**config.mk**
```make
export PLATFORM = sky130hd
export DESIGN_NAME = vga_pattern_gen
export DESIGN_NICKNAME = d
export VERILOG_FILES = /design/src/rtl/vga_pkg.sv /design/src/rtl/vga_bar_counter.sv /design/src/rtl/vga_pattern_gen.sv
export SDC_FILE = /design/constraint.sdc
export NUM_CORES = 1
export LEC_CHECK = 0
export CAP_MARGIN = 20
export CORE_MARGIN = 1.5
export CORE_UTILIZATION = 37
export DETAILED_ROUTE_END_ITERATION = 8
export GPL_ROUTABILITY_DRIVEN = 0
export PLACE_DENSITY = 0.66
export SYNTH_ARGS = -nofsm -noshare
export SYNTH_HDL_FRONTEND = slang
export SYNTH_SLANG_ARGS = --single-unit
```
**constraint.sdc**
```tcl
create_clock -name clk -period 1.8 [get_ports clk]
set_input_delay 0.36 -clock clk [delete_from_list [all_inputs] [get_ports clk]]
set_output_delay 0.36 -clock clk [all_outputs]
set_load 0.1 [all_outputs]
```
**src/rtl/vga_pkg.sv**
```systemverilog
// Shared constants for the VGA pattern generator: mode encodings and the
// nominal 640x480 active area.
package vga_pkg;

    localparam logic [2:0] MODE_HSTRIPE = 3'd0;
    localparam logic [2:0] MODE_VSTRIPE = 3'd1;
    localparam logic [2:0] MODE_CHECK   = 3'd2;
    localparam logic [2:0] MODE_BARS    = 3'd3;
    localparam logic [2:0] MODE_SCROLL  = 3'd4;

    localparam int H_ACTIVE = 640;
    localparam int V_ACTIVE = 480;

endpackage

```
**src/rtl/vga_bar_counter.sv**
```systemverilog
// Colour-bar position tracker. Splits the active line into 8 equal bars and
// reports which bar the pixel currently on hc belongs to. The registers hold
// the position of the last accepted pixel; the output is the position of the
// pixel being presented now, so bar 0 is valid on hc==0 without a lag.
module vga_bar_counter #(
    parameter int H_ACTIVE = 640,
    parameter int CW       = 10
) (
    input  logic          clk,
    input  logic          clr_n,
    input  logic          pix_en,
    input  logic [CW-1:0] hc,
    output logic [2:0]    bar_idx
);
    import vga_pkg::*;

    localparam int BAR_W = H_ACTIVE / 8;
    localparam int PXW   = (BAR_W > 1) ? $clog2(BAR_W) : 1;

    logic [PXW-1:0] bar_px_q, bar_px_d;
    logic [2:0]     bar_idx_q, bar_idx_d;

    // Position of the presented pixel: clear on line start, else step one
    // pixel past the stored one, bumping the bar index (saturating at 7).
    always_comb begin
        bar_px_d  = bar_px_q;
        bar_idx_d = bar_idx_q;
        if (hc == '0) begin
            bar_px_d  = '0;
            bar_idx_d = '0;
        end else if (bar_px_q == PXW'(BAR_W - 1)) begin
            bar_px_d  = '0;
            bar_idx_d = (bar_idx_q == 3'd7) ? 3'd7 : bar_idx_q + 3'd1;
        end else begin
            bar_px_d  = bar_px_q + PXW'(1);
        end
    end

    // Commit the position only when the pixel is actually accepted.
    always_ff @(posedge clk or negedge clr_n) begin
        if (!clr_n) begin
            bar_px_q  <= '0;
            bar_idx_q <= '0;
        end else if (pix_en) begin
            bar_px_q  <= bar_px_d;
            bar_idx_q <= bar_idx_d;
        end
    end

    assign bar_idx = bar_idx_d;

endmodule

```
**src/rtl/vga_pattern_gen.sv**
```systemverilog
// Registered VGA test-pattern generator. Mode is latched at frame start; the
// frame-start pixel itself still renders with the previous mode. Colours
// appear one enabled pixel after hc/vc are presented.
module vga_pattern_gen #(
    parameter int RW       = 3,
    parameter int GW       = 3,
    parameter int BW       = 2,
    parameter int CW       = 10,
    parameter int SHIFT    = 4,
    parameter int H_ACTIVE = 640
) (
    input  logic          clk,
    input  logic          clr_n,
    input  logic          pix_en,
    input  logic [CW-1:0] hc,
    input  logic [CW-1:0] vc,
    input  logic          vidon,
    input  logic [2:0]    mode,
    output logic [RW-1:0] red,
    output logic [GW-1:0] green,
    output logic [BW-1:0] blue,
    output logic          frame_start
);
    import vga_pkg::*;

    logic          fs;
    logic [2:0]    mode_q;
    logic [7:0]    frame_cnt_q;
    logic [2:0]    bar_idx;
    logic [2:0]    bar_col;
    logic          scroll_bit;
    logic          s;
    logic [RW-1:0] red_d,   red_q;
    logic [GW-1:0] green_d, green_q;
    logic [BW-1:0] blue_d,  blue_q;
    logic          frame_start_q;

    assign fs = pix_en && (hc == '0) && (vc == '0);

    vga_bar_counter #(
        .H_ACTIVE (H_ACTIVE),
        .CW       (CW)
    ) u_bar (
        .clk     (clk),
        .clr_n   (clr_n),
        .pix_en  (pix_en),
        .hc      (hc),
        .bar_idx (bar_idx)
    );

    // Bars run white..black, i.e. the colour code counts down from 7.
    assign bar_col = 3'd7 - bar_idx;

    // Scroll phase: bit SHIFT of (vc + frame_cnt) modulo 2^CW.
    assign scroll_bit = |((vc + CW'(frame_cnt_q)) & (CW'(1) << SHIFT));

    // Pattern select from the latched mode; blanking overrides everything.
    always_comb begin
        red_d   = '0;
        green_d = '0;
        blue_d  = '0;
        s       = 1'b0;
        case (mode_q)
            MODE_HSTRIPE: begin
                s       = vc[SHIFT];
                red_d   = {RW{s}};
                green_d = {GW{~s}};
            end
            MODE_VSTRIPE: begin
                s       = hc[SHIFT];
                red_d   = {RW{s}};
                blue_d  = {BW{~s}};
            end
            MODE_CHECK: begin
                s       = hc[SHIFT] ^ vc[SHIFT];
                red_d   = {RW{s}};
                green_d = {GW{s}};
                blue_d  = {BW{s}};
            end
            MODE_BARS: begin
                red_d   = {RW{bar_col[2]}};
                green_d = {GW{bar_col[1]}};
                blue_d  = {BW{bar_col[0]}};
            end
            MODE_SCROLL: begin
                s       = scroll_bit;
                red_d   = {RW{s}};
                green_d = {GW{~s}};
            end
            default: ;
        endcase
        if (!vidon) begin
            red_d   = '0;
            green_d = '0;
            blue_d  = '0;
        end
    end

    // Mode and frame counter advance only on the frame-start pixel.
    always_ff @(posedge clk or negedge clr_n) begin
        if (!clr_n) begin
            mode_q      <= MODE_HSTRIPE;
            frame_cnt_q <= '0;
        end else if (fs) begin
            mode_q      <= mode;
            frame_cnt_q <= frame_cnt_q + 8'd1;
        end
    end

    // Colour output register, held while the pixel enable is low.
    always_ff @(posedge clk or negedge clr_n) begin
        if (!clr_n) begin
            red_q   <= '0;
            green_q <= '0;
            blue_q  <= '0;
        end else if (pix_en) begin
            red_q   <= red_d;
            green_q <= green_d;
            blue_q  <= blue_d;
        end
    end

    // Frame-start pulse is a single clk wide regardless of pix_en cadence.
    always_ff @(posedge clk or negedge clr_n) begin
        if (!clr_n) frame_start_q <= 1'b0;
        else        frame_start_q <= fs;
    end

    assign red         = red_q;
    assign green       = green_q;
    assign blue        = blue_q;
    assign frame_start = frame_start_q;

endmodule
```
# Word level (Yosys, flattened, before mapping)
# Cells that the tools add are included.
classes:
  add_sub_neg: 5
  eq_ne: 6
  muxes: 11
  bitwise: 4
  reduce_logical: 5
ops:
  columns: ["cell", "count"]
  rows:
  - ["$logic_not A10 Y1", 2]
  - ["$mux W3", 5]
  - ["$pmux W3 S5", 1]
  - ["$mux W7", 2]
  - ["$pmux W3 S4", 1]
  - ["$add A8 B1 Y8 const B", 1]
  - ["$add A7 B1 Y7 const B", 1]
  - ["$eq A7 B7 Y1 const B", 1]
  - ["$eq A3 B2 Y1 const B", 2]
  - ["$eq A3 B3 Y1 const B", 2]
  - ["$pmux W2 S3", 1]
  - ["$add A5 B5 Y5", 1]
  - ["$add A3 B1 Y3 const B", 1]
  - ["$eq A3 B1 Y1 const B", 1]
  - ["$logic_not A3 Y1", 1]
  - ["$not A1 Y1", 3]
  - ["$sub A3 B3 Y3 const A", 1]
  - ["$logic_and A1 B1 Y1", 2]
  - ["$mux W2", 1]
  - ["$xor A1 B1 Y1", 1]
totals:
  regBits: 30
  in_bits: 27
  out_inout_bits: 9

# Longest topological paths before layout
logic_depth:
  ltp_word: 7
  depth_mapped: 7
  depth_no_buf: 6

# Cells and area by module
# Synthesis repeated with hierarchy kept, for this count alone.
unflattened:
  cells_unflattened: 154
  hier_area_um2: 1486.4
by_module_without_submodules:
  columns: ["module", "instances", "cells_per_inst", "area_per_inst_um2", "seq_area_each_um2"]
  rows:
  - ["vga_pattern_gen", 1, 86, 855.8, 300.3]
  - ["vga_bar_counter", 1, 68, 630.6, 250.2]

# Worst setup path after synthesis
# No wires, ideal clock.
synth_path:
  path_kind: "input-to-reg"
  from: "input hc[5]"
  to: "register mode_q[0]"
  arrival_time_ns: 1.978
  required_ns: 1.675
  setup_slack_ns: -0.303
  stages: 5
  n_path_buf: 1
  path_cell_list: "or4_4 nor4_4 and4_1 buf_6 mux2_2"
synth_between:
  elab_chain_len: 3
synth_lines:
  columns: ["element", "line_no", "text"]
  rows:
  - ["start, declared", "vga_pattern_gen.sv:15", "input logic [CW-1:0] hc,"]
  - ["$logic_not A10 Y1", "vga_pattern_gen.sv:38", "assign fs = pix_en && (hc == '0) && (vc == '0);"]
  - ["$logic_and A1 B1 Y1 (2 in series)", "vga_pattern_gen.sv:38", null]
  - ["named net fs", "vga_pattern_gen.sv:26", "logic fs;"]
  - ["end signal, assigned", "vga_pattern_gen.sv:105", "mode_q <= mode;"]
  - ["end, declared", "vga_pattern_gen.sv:27", "logic [2:0] mode_q;"]
# The timed path passes the listed nets, and every way through them passes these cells.
# A chain may end at the register's enable or synchronous reset.

# Worst setup path in the final report
layout_path:
  from: "input hc[7]"
  to: "register mode_q[2]"
layout_between:
  elab_chain_len: 3
layout_lines:
  columns: ["element", "line_no"]
  rows:
  - ["$logic_not A10 Y1", "vga_pattern_gen.sv:38"]
  - ["$logic_and A1 B1 Y1 (2 in series)", "vga_pattern_gen.sv:38"]
# No other way between the ends.

==> summary.md <==
| Metric | Value |
|---|---|
| Die H | `62.99 µm` |
| Critical path's slowest cell | `or4_4` |
| Fmax | `around 570 MHz` |
| Post-Syn Area | `0.001331 mm²` |
| Vias in the first global route | `1186` |
| Tightest Pin Transition | `0.3533 ns` |
| Die footprint | `about 0.0040 mm²` |
| Critical path destination | `mode_q[2]` |
| Cells after DPL | `217` |
| CTS Buf Count | `3` |
| Sink Count | `22` |
| Clock latency on the worst-skew pair | `0.32 ns` |
| DP HPWL | `2.381 mm` |
| Total power | `1391 µW` |
| Ys Warns | `0` |
| Fill cells | `between 200 and 300` |
| Dpl ws | `-0.6071 ns` |
| Stages on worst setup path | `6` |
| Crit-path max FO | `5` |
| WL/cell | `about 13 µm` |
| Vias per cell | `a little over 5` |
| Total number of vias | `1143` |
| CP endpoint kind | `flip-flop` |
| Antenna violations before repair | `0` |
| Period utilization | `0.9736` |
| Die Width | `62.99 µm` |
| Status | `complete, no violations` |
| Minimum clock period | `1.752 ns` |
| Global-route wire length before repair | `5.216 mm` |
| Ports | `36` |
| Final Skew | `0.01031 ns` |
| Part of the Yosys area used for sequential elements | `0.4135` |
| Delay-heaviest family, CP | `simple AND/OR/NAND/NOR gates` |
| Maximum VDD drop | `between 300 and 400 µV` |
| Layout cells sized above 1 | `0.2458` |
| Cells after Synth | `approximately 140` |
| Min-delay worst type | `in2async` |
| Post-synth EDFFs | `0` |
| Fin. Hold Viols | `0` |
| Pleak | `around 0.00085 µW` |
| Layout net count | `between 200 and 250` |
| Pins Over Slew Limit | `0` |
| H-tree Lvls | `1` |
| Final worst slack | `0.04761 ns` |
| Clk slew on worst S/H paths | `0.13 ns` |
| Pin count of the biggest net entering global routing | `23` |
| GRT Overall Usage | `0.1620` |
| Final cell count without fillers | `225` |
| R2R Path Start | `u_bar.bar_px_q[0]` |
| RSZ-0062 raised after global routing | `false` |
| Crit path required time | `2.01 ns` |
| Worst reg2reg endpoint | `blue[0]` |
| Iteration-0 DRC Markers | `44` |
| Worst stage delay on the critical path | `0.49 ns` |
| N_diodes | `0` |
| CP cell instances | `clkdlybuf4s15_1 -> or4_4 -> nor4_4 -> and4_4 -> buf_6 -> mux2_4` |
| Total grt overflow | `0` |
| Final Setup Violations | `0` |
| Synth async-reset ratio | `1.000` |
| Clk buf depth | `2` |
| WHS | `0.3727 ns` |
| Starting density of the core | `0.3928` |
| Pwr per Cell Area | `between 700 and 800 mW/mm²` |
| Relative slew slack | `0.7623` |
| Cts hold-fix bufs | `0` |
| Area delta synth->final | `46.90%` |
| Crit path DAT | `1.96 ns` |
| Routed Antenna Nets | `0` |
| Synth Flop Type | `dfrtp_1` |
| Count of buffers from port buffering | `35` |
| Count of cell types in the netlist | `40` |
| Syn Area/Cell | `9.789 µm²` |
| Post-Syn Nets | `169` |
| Setup crit start | `hc[7]` |
| FF+latch count, synth | `22` |
| DRT Wirelength | `2.986 mm` |
| FP Rows | `21` |
| Buffers and inverters on the worst path | `2` |
| Area of the core | `0.003390 mm²` |
| Critical path class | `in2reg` |
| Drt pass-1 iters | `4` |
| CTS tree | `built` |
| CP startpoint kind | `input pin` |
| Reg2Reg Setup Slack | `0.20 ns` |
| Max-Cap Viols | `0` |
| Root Driver | `clkbuf_4` |
| Depth of the most critical reg-to-reg path | `7` |
| DRC | `0` |
-- timing repair --
action                                 in CTS  in global routing
resized for setup                          17                  9
setup endpoints to repair                  16                  9
pin swaps                                   3                  3
endpoints found under the hold margin       0                  0
cloned                                      1                  0
buffers inserted                            0                  3
-- sequential cells by signal, indices dropped and copies added, names as in the netlist --
signal           cells
red                  1
frame_cnt_q          5
u_bar.bar_idx_q      3
u_bar.bar_px_q       7
mode_q               3
blue                 1
frame_start          1
green                1
-- layout make-up --
type / count / area (µm²) / share of cell area
Timing Repair Buffer: 49 / 536.8 / 0.2745
Tap cell: 46 / 57.56 / 0.02943
Multi-Input combinational cell: 99 / 739.5 / 0.3781
Inverter: 5 / 18.77 / 0.009597
Clock inverter: 1 / 30.03 / 0.01536
Clock buffer: 3 / 22.52 / 0.01152
Sequential cell: 22 / 550.5 / 0.2815
-- metal layers --
layer	up-vias	wire [µm]	track usage
met3	2	100	0.03784
met1	550	1188	0.1864
li1	566	-	-
met5	-	0	0
met4	0	8	0.02222
met2	25	1689	0.3072
-- layout by cell type (no fill, tap or decap), types with 2 or more instances in the layout --
| cell | n |
|---|---|
| clkbuf_4 | 3 |
| ha_1 | 5 |
| nor2b_1 | 2 |
| inv_1 | 5 |
| buf_4 | 13 |
| mux2i_1 | 3 |
| or4_4 | 2 |
| nor2_1 | 9 |
| dlygate4sd2_1 | 2 |
| clkdlybuf4s15_1 | 4 |
| clkbuf_2 | 2 |
| nand3_1 | 4 |
| a21oi_1 | 6 |
| clkdlybuf4s50_1 | 18 |
| nor3_1 | 3 |
| xor2_1 | 4 |
| xnor2_1 | 7 |
| nand4_1 | 4 |
| nand2_1 | 14 |
| o21ai_0 | 5 |
| nand2b_1 | 2 |
| nor4_4 | 2 |
| dfrtp_1 | 22 |
| a31oi_1 | 2 |
| buf_12 | 9 |
| mux2_4 | 4 |
| o2111ai_1 | 2 |
-- through the flow --
step | cell area, µm² | TNS (ns) | utilization
after floorplan | 1343 | -1.862 | -
after global placement | 1852 | -8.535 | 0.5463
after detailed placement | 1852 | -9.637 | 0.5463
after CTS | 1926 | 0 | 0.5681
after global routing | 1956 | 0 | 0.5770
final | 1956 | 0 | 0.5770
-- worst register-to-register path: cells and delay by family, from the launching register on --
family / cells / cell delay, ns
buffers and inverters: 1 / 0.18
adder cells (fa/ha/maj): 1 / 0.18
multiplexers: 1 / 0.22
flip-flops: 1 / 0.40
AO/OA/AOI/OAI: 2 / 0.32
AND/OR/NAND/NOR: 2 / 0.24
-- how the worst min path moves through the flow --
stage | startpoint | end | cells past startpoint | slack, ns
after floorplan | clr_n | blue[0] | 0 | 0.06
after global placement | frame_cnt_q[4] | frame_cnt_q[4] | 1 | 0.48
after detailed placement | frame_cnt_q[4] | frame_cnt_q[4] | 1 | 0.49
after CTS | clr_n | u_bar.bar_idx_q[2] | 2 | 0.38
after global routing | clr_n | u_bar.bar_idx_q[2] | 2 | 0.39
final | clr_n | u_bar.bar_idx_q[2] | 2 | 0.37
-- power breakdown --
| part | total (µW) | internal, µW | leakage (µW) | switching [µW] |
|---|---|---|---|---|
| Combinational | 377 | 178 | 0.000532 | 199 |
| Clock | 385 | 225 | 0.0000279 | 160 |
| Sequential | 629 | 550 | 0.000289 | 79.2 |
| Total | 1390 | 953 | 0.000849 | 438 |
-- synth_stat cells, types with 3 or more instances --
library cell,n,area (µm²)
ha_1,6,75.07
nor3_1,3,15.01
a21oi_1,6,30.03
nand3_1,4,20.02
o21ai_0,5,25.02
mux2i_1,3,30.03
buf_4,5,37.54
nor2_1,10,37.54
clkbuf_1,4,15.01
xnor2_1,7,61.31
nand2_1,14,52.55
inv_1,5,18.77
nand4_1,4,25.02
mux2_2,5,56.30
xor2_1,4,35.03
dfrtp_1,22,550.5
-- logic make-up (layout without fill, tap and decap cells) --
| logic type | Yosys count | after routing | synth area share |
|---|---|---|---|
| and+or+nand+nor | 51 | 51 | 0.2180 |
| AOI/OAI and AO/OA | 23 | 23 | 0.1128 |
| DFF | 22 | 22 | 0.4135 |
| buffers and inverters | 15 | 58 | 0.06203 |
| xor gates and xnor gates | 11 | 11 | 0.07237 |
| muxes | 8 | 8 | 0.06485 |
| adders and majority gates | 6 | 6 | 0.05639 |
(Power assumes the default switching activity.)
